==> src/rtl/barrier_core_pkg.sv <==
// Shared synchronization defines: barrier message formats and the per-thread
// barrier state used by the tile front end.
package barrier_core_pkg;

  localparam int SYNC_BARRIER_ID_W = 10;
  localparam int SYNC_CNT_W        = 10;
  localparam int SYNC_TILE_ID_W    = 4;

  typedef struct packed {
    logic [SYNC_BARRIER_ID_W-1:0] id_barrier;
    logic [SYNC_CNT_W-1:0]        cnt_setup;
    logic [SYNC_TILE_ID_W-1:0]    tile_id_source;
  } sync_account_message_t;

  typedef struct packed {
    logic [SYNC_BARRIER_ID_W-1:0] id_barrier;
  } sync_release_message_t;

  typedef enum logic [1:0] {
    IDLE = 2'd0,
    SEND = 2'd1,
    WAIT = 2'd2
  } barrier_thread_state_t;

endpackage

==> src/rtl/barrier_core_rr_arbiter.sv <==
// Round-robin arbiter: grants the first requester at or after the pointer and
// moves the pointer past the winner only when update_en accepts the grant.
module rr_arbiter #(
  parameter int N = 8
) (
  input  logic         clk,
  input  logic         reset,
  input  logic [N-1:0] request,
  input  logic         update_en,
  output logic [N-1:0] grant
);

  localparam int IDX_W = (N > 1) ? $clog2(N) : 1;

  logic [IDX_W-1:0] ptr;
  logic [IDX_W-1:0] winner;
  logic [IDX_W-1:0] idx;
  logic             found;

  always_comb begin
    grant  = '0;
    winner = '0;
    idx    = '0;
    found  = 1'b0;
    for (int i = 0; i < N; i++) begin
      idx = IDX_W'((int'(ptr) + i) % N);
      if (!found && request[idx]) begin
        grant[idx] = 1'b1;
        winner     = idx;
        found      = 1'b1;
      end
    end
  end

  always_ff @(posedge clk) begin
    if (!reset) begin
      ptr <= '0;
    end else if (update_en && found) begin
      ptr <= IDX_W'((int'(winner) + 1) % N);
    end
  end

endmodule

==> src/rtl/barrier_core.sv <==
// Per-tile barrier front end: stalls requesting threads, emits one account
// message per request toward the master tile, and un-stalls on release.
module barrier_core
  import barrier_core_pkg::*;
#(
  parameter int TILE_ID      = 0,
  parameter int THREAD_NUMB  = 8,
  parameter int TILE_COUNT   = 16,
  parameter int BARRIER_ID_W = SYNC_BARRIER_ID_W,
  parameter int CNT_W        = SYNC_CNT_W
) (
  input  logic                            clk,
  input  logic                            reset,
  input  logic                            core_bar_valid,
  input  logic [$clog2(THREAD_NUMB)-1:0]  core_bar_thread,
  input  logic [BARRIER_ID_W-1:0]         core_bar_id,
  input  logic [CNT_W-1:0]                core_bar_cnt,
  output logic [THREAD_NUMB-1:0]          bc_thread_stall,
  output logic                            bc_bar_err,
  output sync_account_message_t           bc_account_mess,
  output logic [$clog2(TILE_COUNT)-1:0]   bc_account_dest,
  output logic                            bc_account_valid,
  input  logic                            ni_account_available,
  input  sync_release_message_t           ni_release_mess,
  input  logic                            ni_release_valid,
  output logic                            bc_release_consumed
);

  localparam int THREAD_W = $clog2(THREAD_NUMB);
  localparam int DEST_W   = $clog2(TILE_COUNT);

  logic                                    reg_free;
  logic [THREAD_NUMB-1:0]                  send_vec;
  logic [THREAD_NUMB-1:0]                  arb_req;
  logic [THREAD_NUMB-1:0]                  grant;
  logic [THREAD_W-1:0]                     winner;
  logic [THREAD_NUMB-1:0][BARRIER_ID_W-1:0] slot_id;
  logic [THREAD_NUMB-1:0][CNT_W-1:0]        slot_cnt;

  // The output register can take a new account when empty or draining this cycle.
  assign reg_free            = !bc_account_valid || ni_account_available;
  assign arb_req             = reg_free ? send_vec : '0;
  assign bc_release_consumed = ni_release_valid;

  rr_arbiter #(.N(THREAD_NUMB)) u_arb (
    .clk       (clk),
    .reset     (reset),
    .request   (arb_req),
    .update_en (reg_free),
    .grant     (grant)
  );

  always_comb begin
    winner = '0;
    for (int i = 0; i < THREAD_NUMB; i++) begin
      if (grant[i]) winner = THREAD_W'(i);
    end
  end

  for (genvar t = 0; t < THREAD_NUMB; t++) begin : g_thread
    barrier_thread_state_t     state_q;
    logic                      stall_q;
    logic [BARRIER_ID_W-1:0]   id_q;
    logic [CNT_W-1:0]          cnt_q;
    logic                      req_hit;
    logic                      rel_hit;

    assign req_hit = core_bar_valid && (core_bar_thread == THREAD_W'(t));
    assign rel_hit = ni_release_valid && (ni_release_mess.id_barrier == id_q);

    // A grant in SEND wins over a same-cycle release: the master cannot have
    // released a barrier whose account it has not yet seen from this thread.
    always_ff @(posedge clk) begin
      if (!reset) begin
        state_q <= IDLE;
        stall_q <= 1'b0;
      end else begin
        unique case (state_q)
          IDLE: if (req_hit) begin
            state_q <= SEND;
            stall_q <= 1'b1;
          end
          SEND: if (grant[t]) state_q <= WAIT;
          WAIT: if (rel_hit) begin
            state_q <= IDLE;
            stall_q <= 1'b0;
          end
          default: begin
            state_q <= IDLE;
            stall_q <= 1'b0;
          end
        endcase
      end
    end

    // NOTE: slot storage has no reset; it is only read while the FSM is out of
    // IDLE, and every exit from IDLE reloads it.
    always_ff @(posedge clk) begin
      if (state_q == IDLE && req_hit) begin
        id_q  <= core_bar_id;
        cnt_q <= core_bar_cnt;
      end
    end

    assign slot_id[t]         = id_q;
    assign slot_cnt[t]        = cnt_q;
    assign send_vec[t]        = (state_q == SEND);
    assign bc_thread_stall[t] = stall_q;
  end

  always_ff @(posedge clk) begin
    if (!reset) begin
      bc_bar_err <= 1'b0;
    end else begin
      bc_bar_err <= core_bar_valid && bc_thread_stall[core_bar_thread];
    end
  end

  always_ff @(posedge clk) begin
    if (!reset) begin
      bc_account_valid <= 1'b0;
      bc_account_mess  <= '0;
      bc_account_dest  <= '0;
    end else if (reg_free) begin
      bc_account_valid <= |grant;
      if (|grant) begin
        bc_account_mess <= '{id_barrier:     slot_id[winner],
                             cnt_setup:      slot_cnt[winner],
                             tile_id_source: SYNC_TILE_ID_W'(TILE_ID)};
        bc_account_dest <= slot_id[winner][DEST_W-1:0];
      end
    end
  end

endmodule
==> config.mk <==
export PLATFORM = sky130hd
export DESIGN_NAME = barrier_core
export DESIGN_NICKNAME = d
export VERILOG_FILES = /design/src/rtl/barrier_core_pkg.sv /design/src/rtl/barrier_core_rr_arbiter.sv /design/src/rtl/barrier_core.sv
export SDC_FILE = /design/constraint.sdc
export NUM_CORES = 1
export LEC_CHECK = 0
export CORE_UTILIZATION = 59
export DETAILED_ROUTE_END_ITERATION = 7
export GPL_TIMING_DRIVEN = 0
export PLACE_DENSITY = 0.86
export SYNTH_ARGS = -nofsm -noshare
export SYNTH_HDL_FRONTEND = slang
export SYNTH_SLANG_ARGS = --single-unit
==> constraint.sdc <==
create_clock -name clk -period 5.7 [get_ports clk]
set_clock_uncertainty 0.1 [all_clocks]
set_input_delay 0.57 -clock clk [delete_from_list [all_inputs] [get_ports clk]]
set_output_delay 0.57 -clock clk [all_outputs]
set_load 0.01 [all_outputs]
==> results.md, run 1 <==
- Site Rows: 49
- Fillers: 1254
- Worst hold slack: 0.377 ns
- First-pass GRT wire length: 50000 um
- Initial antenna violation count: 0
- Worst vdd ir: 0.375 mV
- Pwr per Cell Area: 459 nW/um2
- Post-Synthesis Cell Area: 10900 um2
- Clk slew on worst S/H paths: 0.06 ns
- CP arrival: 5.76 ns
- Antenna-violating nets left: 0
- Vias in the first global route: 8372
- Final hold viol count: 0
- Htree depth: 1
- Share of the synthesized area in the top cell type: 0.441
- Fmax: 183 MHz
- Seq. cell area: 5790 um2
- Core area: 18000 um2
- Setup crit end kind: register
- Pin count of the biggest net entering global routing: 22
- Post-synth EDFFs: 160
- Synth top area cells: edfxtp_1 44%, dfxtp_1 9.0%, mux2i_1 7.8%
- Buffers on Ports: 60
- Mapped Avg Cell Area: 11.9 um2
- Required time of the critical path: 5.99 ns
- Footprint of the multi-input gates: 4660 um2
- Initial DRC Count: 1080
- PnR worst setup slack: 0.224 ns
- Global-route usage over all layers: 0.361
- Distinct cells, synth: 83
- CTS Hold Bufs: 0
- Worst skew pair latency: 0.50 ns
- Clock Sinks: 209
- DP Worst Slack: -0.703 ns
- Vias per cell: 6.79
- Die width: 138 um
- Post-synthesis register bit count: 209
- CP Max Fanout: 19
- Max cap viols: 0
- Setup TNS: 0 ns
- CTS tree: yes
- Setup CP Type: reg -> reg
- Synth Warn #: 0
- Status: finished, final reports clean
- Sequential area share after synthesis: 0.530
- Routed WL: 33400 um
- Post-DP HPWL: 22300 um
- Antenna Cells: 0
- Total die area: 19000 um2
- Deepest clock path buffer count: 3
- Syn Inst Count: 917
- Yosys top cell by area: edfxtp_1
- GP Congestion: 1.02
- P&R area growth vs syn: 15.6%
- DIE HEIGHT: 138 um
- Tmin final: 5.48 ns
- Async S/R FF share, synth: 0
- Routed len/inst: 26.6 um
- Hold crit path type: reg -> reg
- RSZ-0062 raised after global routing: no
- Drt drc: 0
- Final period util: 0.961
- Via count of the routed design: 8512
- Max-slew headroom: 0.147
- Post-synth top flop: edfxtp_1
- Cts bufs inserted: 20
- Setup Viol. Count Final: 0
- Startpoint Class: register
- Root Buffer: clkbuf_16
- Layout cell share with drive strength beyond 1: 0.121
- Slew Limit Fails: 0
- Slew @ Worst Pin: 1.28 ns
- P_leak: 4.23 nW
- GRT overflow: 0
- # nets final: 1058
- DRT Pass-1 Iters: 5
- Ports: 77
- Starting Density: 0.605
==> area by class of cell <==
cell class / count / share of cell area
timing repair buffer: 72 / 0.0548
clock buffer: 25 / 0.0437
inverter: 18 / 0.00536
sequential: 209 / 0.459
multi-input combinational: 618 / 0.369
buffer: 74 / 0.0372
clock inverter: 9 / 0.00794
tap: 229 / 0.0227
==> cell usage in the layout, fill, tap and decap left out, types with 6 or more instances in the layout <==
master	n
o31ai_1	6
a41oi_1	10
nand3_1	22
dfxtp_1	49
nor2_1	55
nor4_1	13
a22oi_1	23
o41ai_1	6
ha_1	7
nor4bb_1	8
nand2_1	52
clkbuf_16	21
buf_2	8
nand2b_1	13
and4b_1	6
nor3_1	9
buf_6	9
xnor2_1	80
nand4_1	18
a21oi_1	49
nor2b_1	6
o22ai_1	6
a31oi_1	7
buf_4	35
edfxtp_1	160
mux2i_1	85
clkdlybuf4s50_1	60
a32o_1	21
clkbuf_1	29
inv_1	15
o21ai_0	11
==> state kept, by name, summed over array words and instances (netlist names) <==
signal / cells
bc_account_mess: 20
bc_bar_err: 1
g_thread.stall_q: 8
g_thread.state_q: 16
g_thread.cnt_q: 80
g_thread.id_q: 80
u_arb.ptr: 3
bc_account_valid: 1
==> report_power, final <==
| group | internal, mW | switching, mW |
|---|---|---|
| clock network | 0.775 | 0.569 |
| logic | 1.01 | 1.64 |
| registers | 1.72 | 0.0619 |
| total | 3.51 | 2.27 |
==> Yosys cell counts (3+ instances only) <==
library cell,instances
nand3_1,22
and4b_1,6
nor4b_1,5
o21ai_0,11
xor2_1,4
inv_1,15
mux4_2,3
nor3b_1,5
nor4bb_1,9
o41ai_2,3
buf_4,23
nor2_1,55
nand2_1,52
nand2b_1,13
xnor2_1,80
or4bb_1,3
and2_1,4
clkbuf_1,31
o21a_1,3
mux2i_1,85
buf_2,8
nor2b_1,6
nor4_1,18
nand4_1,18
a32o_1,21
ha_1,7
a31oi_1,7
a21oi_1,49
o22ai_1,7
o31ai_1,6
or4_1,5
edfxtp_1,160
a221oi_1,4
nor3_1,9
a22oi_1,23
buf_6,9
dfxtp_1,49
a41oi_1,10
nor4b_2,3
o41ai_1,7
==> worst max-delay path: stages, from the launching register on <==
cell	delay [ns]
dfxtp_1	0.43
buf_2	0.36
inv_1	0.24
ha_1	0.39
buf_2	0.22
and4b_1	0.26
o41a_2	0.61
o2bb2ai_2	0.18
o32a_1	0.40
nor3_2	0.50
a221o_1	0.29
nor2_1	0.12
a21oi_1	0.27
clkbuf_1	0.50
a22oi_1	0.22
a32o_1	0.27
==> final timing paths <==
path,endpoint,slack [ns],cells past startpoint,start
max reg2reg,bc_account_mess[5],0.22,15,u_arb.ptr[1]
max,bc_account_mess[5],0.22,15,u_arb.ptr[1]
min reg2reg,bc_account_mess[6],0.38,1,bc_account_mess[6]
min,bc_account_mess[6],0.38,1,bc_account_mess[6]
==> cell families after synthesis <==
kind of cell	share of synthesized area
AND/OR/NAND/NOR	0.138
flip-flops	0.530
AO/OA/AOI/OAI	0.120
buffers and inverters	0.0491
multiplexers	0.0863
XOR/XNOR	0.0675
adder cells (fa/ha/maj)	0.00803
other	0.000344
==> repair_timing <==
action | in CTS | in global routing
setup buffers | 0 | 0
resized for setup | 7 | 2
setup endpoints to repair | 21 | 20
pin swaps | 0 | 0
==> layer usage <==
metal / vias to the layer above / track usage / routed length, um
li1: 3702 / - / -
met1: 4144 / 0.464 / 12600
met2: 548 / 0.591 / 16100
met3: 118 / 0.0501 / 2920
met4: 0 / 0.196 / 1810
met5: - / 0 / 0
==> metrics by stage <==
| stage | total power, mW | std cells | cell area, um2 | utilization |
|---|---|---|---|---|
| after floorplan | 3.55 | 920 | 10900 | - |
| after global placement | 4.32 | 1209 | 11800 | 0.655 |
| after detailed placement | 4.35 | 1221 | 11900 | 0.661 |
| after CTS | 5.72 | 1254 | 12600 | 0.699 |
| after global routing | 5.95 | 1254 | 12600 | 0.699 |
| final | 5.79 | 1254 | 12600 | 0.699 |
No activity file was read; power rests on OpenSTA's default activity.
==> run 2: changes to the inputs <==
- CAP_MARGIN: unset -> 20
- CORE_UTILIZATION: 59 -> 64
- DONT_BUFFER_PORTS: unset -> 1
- clock period: 5.7 -> 6.01 ns (I/O delays scaled with it)
==> run 2 against run 1 <==
Compared with the run above: core utilization grew 2.3 points; critical path depth decreased by 1; first-iteration DRC count increased by 7.1%; non-clock buffer count is 58 lower; power decreased by 7.2%; register-to-register slack better by 0.18 ns; critical path type unchanged; sequential share of layout area up 2.4 points; final area decreased by 5.0%; final cell count fell by 5.2%.
==> results.md, run 2 (same netlist as run 1, synthesis figures left out) <==
- Antenna-violating nets left: 0 (unchanged)
- Initial antenna violation count: 0 (unchanged)
- Required time of the critical path: 6.30 ns (was 5.99 ns)
- Hold crit path type: in -> reg (was reg -> reg)
- CTS Hold Bufs: 0 (unchanged)
- Htree depth: 1 (unchanged)
- Slew @ Worst Pin: 1.19 ns (was 1.28 ns)
- Setup crit end kind: register (unchanged)
- Routed len/inst: 27.5 um (was 26.6 um)
- Routed WL: 32700 um (was 33400 um)
- Slew Limit Fails: 0 (unchanged)
- Global-route usage over all layers: 0.374 (was 0.361)
- Pint: 3.24 mW (was 3.51 mW)
- DIE HEIGHT: 133 um (was 138 um)
- Core Util, Final: 0.722 (was 0.699)
- Worst vdd ir: 0.289 mV (was 0.375 mV)
- Final period util: 0.932 (was 0.961)
- Starting Density: 0.658 (was 0.605)
- Layout cell share with drive strength beyond 1: 0.126 (was 0.121)
- Max cap viols: 0 (unchanged)
- Vias in the first global route: 8324 (was 8372)
- Clk slew on worst S/H paths: 0.07 ns (was 0.06 ns)
- Switching pwr: 2.13 mW (was 2.27 mW)
- Core area: 16600 um2 (was 18000 um2)
- Max-slew headroom: 0.208 (was 0.147)
- P_leak: 4.00 nW (was 4.23 nW)
- # nets final: 1000 (was 1058)
- Most frequent cells in the layout: 160 x edfxtp_1, 85 x mux2i_1, 80 x xnor2_1, 55 x nor2_1, 52 x nand2_1 (was 160 x edfxtp_1, 85 x mux2i_1, 80 x xnor2_1, 60 x clkdlybuf4s50_1, 55 x nor2_1)
- Clock Sinks: 209 (unchanged)
- Worst Setup SP: u_arb.ptr[2] (was u_arb.ptr[1])
- Cts bufs inserted: 20 (unchanged)
- Comb pwr share: 0.445 (was 0.459)
- Ports: 77 (unchanged)
- RSZ-0062 raised after global routing: no (unchanged)
- Worst skew pair latency: 0.50 ns (about the same)
- P&R area growth vs syn: 9.84% (was 15.6%)
- Total Power: 5.37 mW (was 5.79 mW)
- Deepest clock path buffer count: 3 (unchanged)
- GRT overflow: 0 (unchanged)
- CP arrival: 5.89 ns (was 5.76 ns)
- Site Rows: 47 (was 49)
- Root Buffer: clkbuf_16 (unchanged)
- Die width: 133 um (was 138 um)
- Area after DPL: 11300 um2 (was 11900 um2)
- Clock power frac: 0.235 (was 0.232)
- Setup Viol. Count Final: 0 (unchanged)
- Setup CP Type: reg -> reg (unchanged)
- RR Startpoint: u_arb.ptr[2] (was u_arb.ptr[1])
- Biggest regs: g_thread.cnt_q x80, g_thread.id_q x80, bc_account_mess x20 (unchanged)
- Fmax: 178 MHz (was 183 MHz)
- Buffers on Ports: 0 (was 60)
- Critical Path Sink: bc_account_mess[20] (was bc_account_mess[5])
- Status: finished, final reports clean (unchanged)
- Total die area: 17600 um2 (was 19000 um2)
- Initial DRC Count: 1157 (was 1080)
- First-pass GRT wire length: 49200 um (was 50000 um)
- Post-DP HPWL: 21700 um (was 22300 um)
- GP Congestion: 0.995 (was 1.02)
- Post CTS Setup Buffer Count: 0 (unchanged)
- Sw Ratio: 0.397 (was 0.393)
- Startpoint Class: register (unchanged)
- Sequential power share: 0.320 (was 0.309)
- CP Max Fanout: 10 (was 19)
- Tmin final: 5.60 ns (was 5.48 ns)
- DRT Pass-1 Iters: 6 (was 5)
- Reg2Reg Depth: 14 (was 15)
- Finished Cell Area: 12000 um2 (was 12600 um2)
- Vias per cell: 7.02 (was 6.79)
- Commonest non-fill, non-tap cell in the layout: edfxtp_1 (unchanged)
- Pwr per Cell Area: 448 nW/um2 (was 459 nW/um2)
- Reg2reg setup slack: 0.41 ns (was 0.22 ns)
- RR Endpoint: bc_account_mess[20] (was bc_account_mess[5])
- Via count of the routed design: 8344 (was 8512)
- Pin count of the biggest net entering global routing: 22 (unchanged)
- Drt drc: 0 (unchanged)
- CTS tree: yes (unchanged)
- Antenna Cells: 0 (unchanged)
- Final hold viol count: 0 (unchanged)
[run 2: changes by cell type in the layout (fill, tap and decap cells not counted), sizes merged]
cell and delta:
clkdlybuf4s50 -60, clkinv +1, clkinvlp +1, buf +2
[run 2: through the flow]
| step | hold slack, ns | std cells | TNS, ns | setup WS [ns] |
|---|---|---|---|---|
| after floorplan | 0.364 | 920 | 0 | 1.55 |
| after global placement | 0.391 | 1140 | -7.99 | -0.428 |
| after detailed placement | 0.398 | 1154 | -3.21 | -0.198 |
| after CTS | 0.0979 | 1190 | 0 | 0.162 |
| after global routing | 0.0902 | 1189 | 0 | 0.168 |
| final | 0.0946 | 1189 | 0 | 0.406 |
[run 2: power by group through the flow]
stage | Combinational (mW) | Sequential, mW | Clock, mW
6_report | 2.39 | 1.72 | 1.27
5_1_grt | 2.49 | 1.72 | 1.31
4_1_cts | 2.32 | 1.71 | 1.25
3_5_place_dp | 2.27 | 1.74 | 0
3_3_place_gp | 2.23 | 1.74 | 0
2_1_floorplan | 1.65 | 1.72 | 0
[run 2: worst min path at each step]
| stage | startpoint | endpoint | slack, ns | cells past startpoint |
|---|---|---|---|---|
| after global placement | g_thread[5].stall_q | g_thread[5].stall_q | 0.39 | 2 |
| after detailed placement | g_thread[5].stall_q | g_thread[5].stall_q | 0.40 | 2 |
| after global routing | core_bar_id[6] | g_thread[1].id_q[6] | 0.09 | 0 |
| after floorplan | g_thread[1].stall_q | g_thread[1].stall_q | 0.36 | 2 |
| after CTS | core_bar_id[1] | g_thread[3].id_q[1] | 0.1 | 0 |
| final | core_bar_cnt[5] | g_thread[5].cnt_q[5] | 0.09 | 0 |
[run 2: timing repair]
item | in CTS | in global routing
gates resized for setup | 4 | 0
endpoints found under the setup margin | 20 | 20
pin swaps | 0 | 0
[run 2: cell type report]
cell class	count	area, um2
Clock buffer	25	541
Multi-Input combinational cell	618	4630
Tap cell	220	275
Clock inverter	11	105
Inverter	18	67.6
Sequential cell	209	5790
Fill cell	1084	4600
Timing Repair Buffer	14	110
Buffer	74	468
[run 2: critical path: stages, from the launching register on]
cell      delay, ns
dfxtp_1        0.44
clkbuf_1       0.47
clkinv_1       0.45
ha_1           0.46
inv_1          0.18
nand2_1        0.07
o22ai_1        0.59
buf_2          0.39
a221oi_1       0.16
nor4_4         0.62
or3b_1         0.47
o41ai_2        0.40
buf_4          0.30
a21oi_1        0.09
a32o_1         0.32
[run 2: layer usage]
layer  wire length [um]  share of wire  global-route usage  vias up
met5                  0              0                   0        -
met4               1930          0.059               0.204        0
met3               3300           0.10              0.0605      137
met2              15600           0.48               0.621      618
met1              11900           0.36               0.471     4005
li1                   -              -                   -     3584
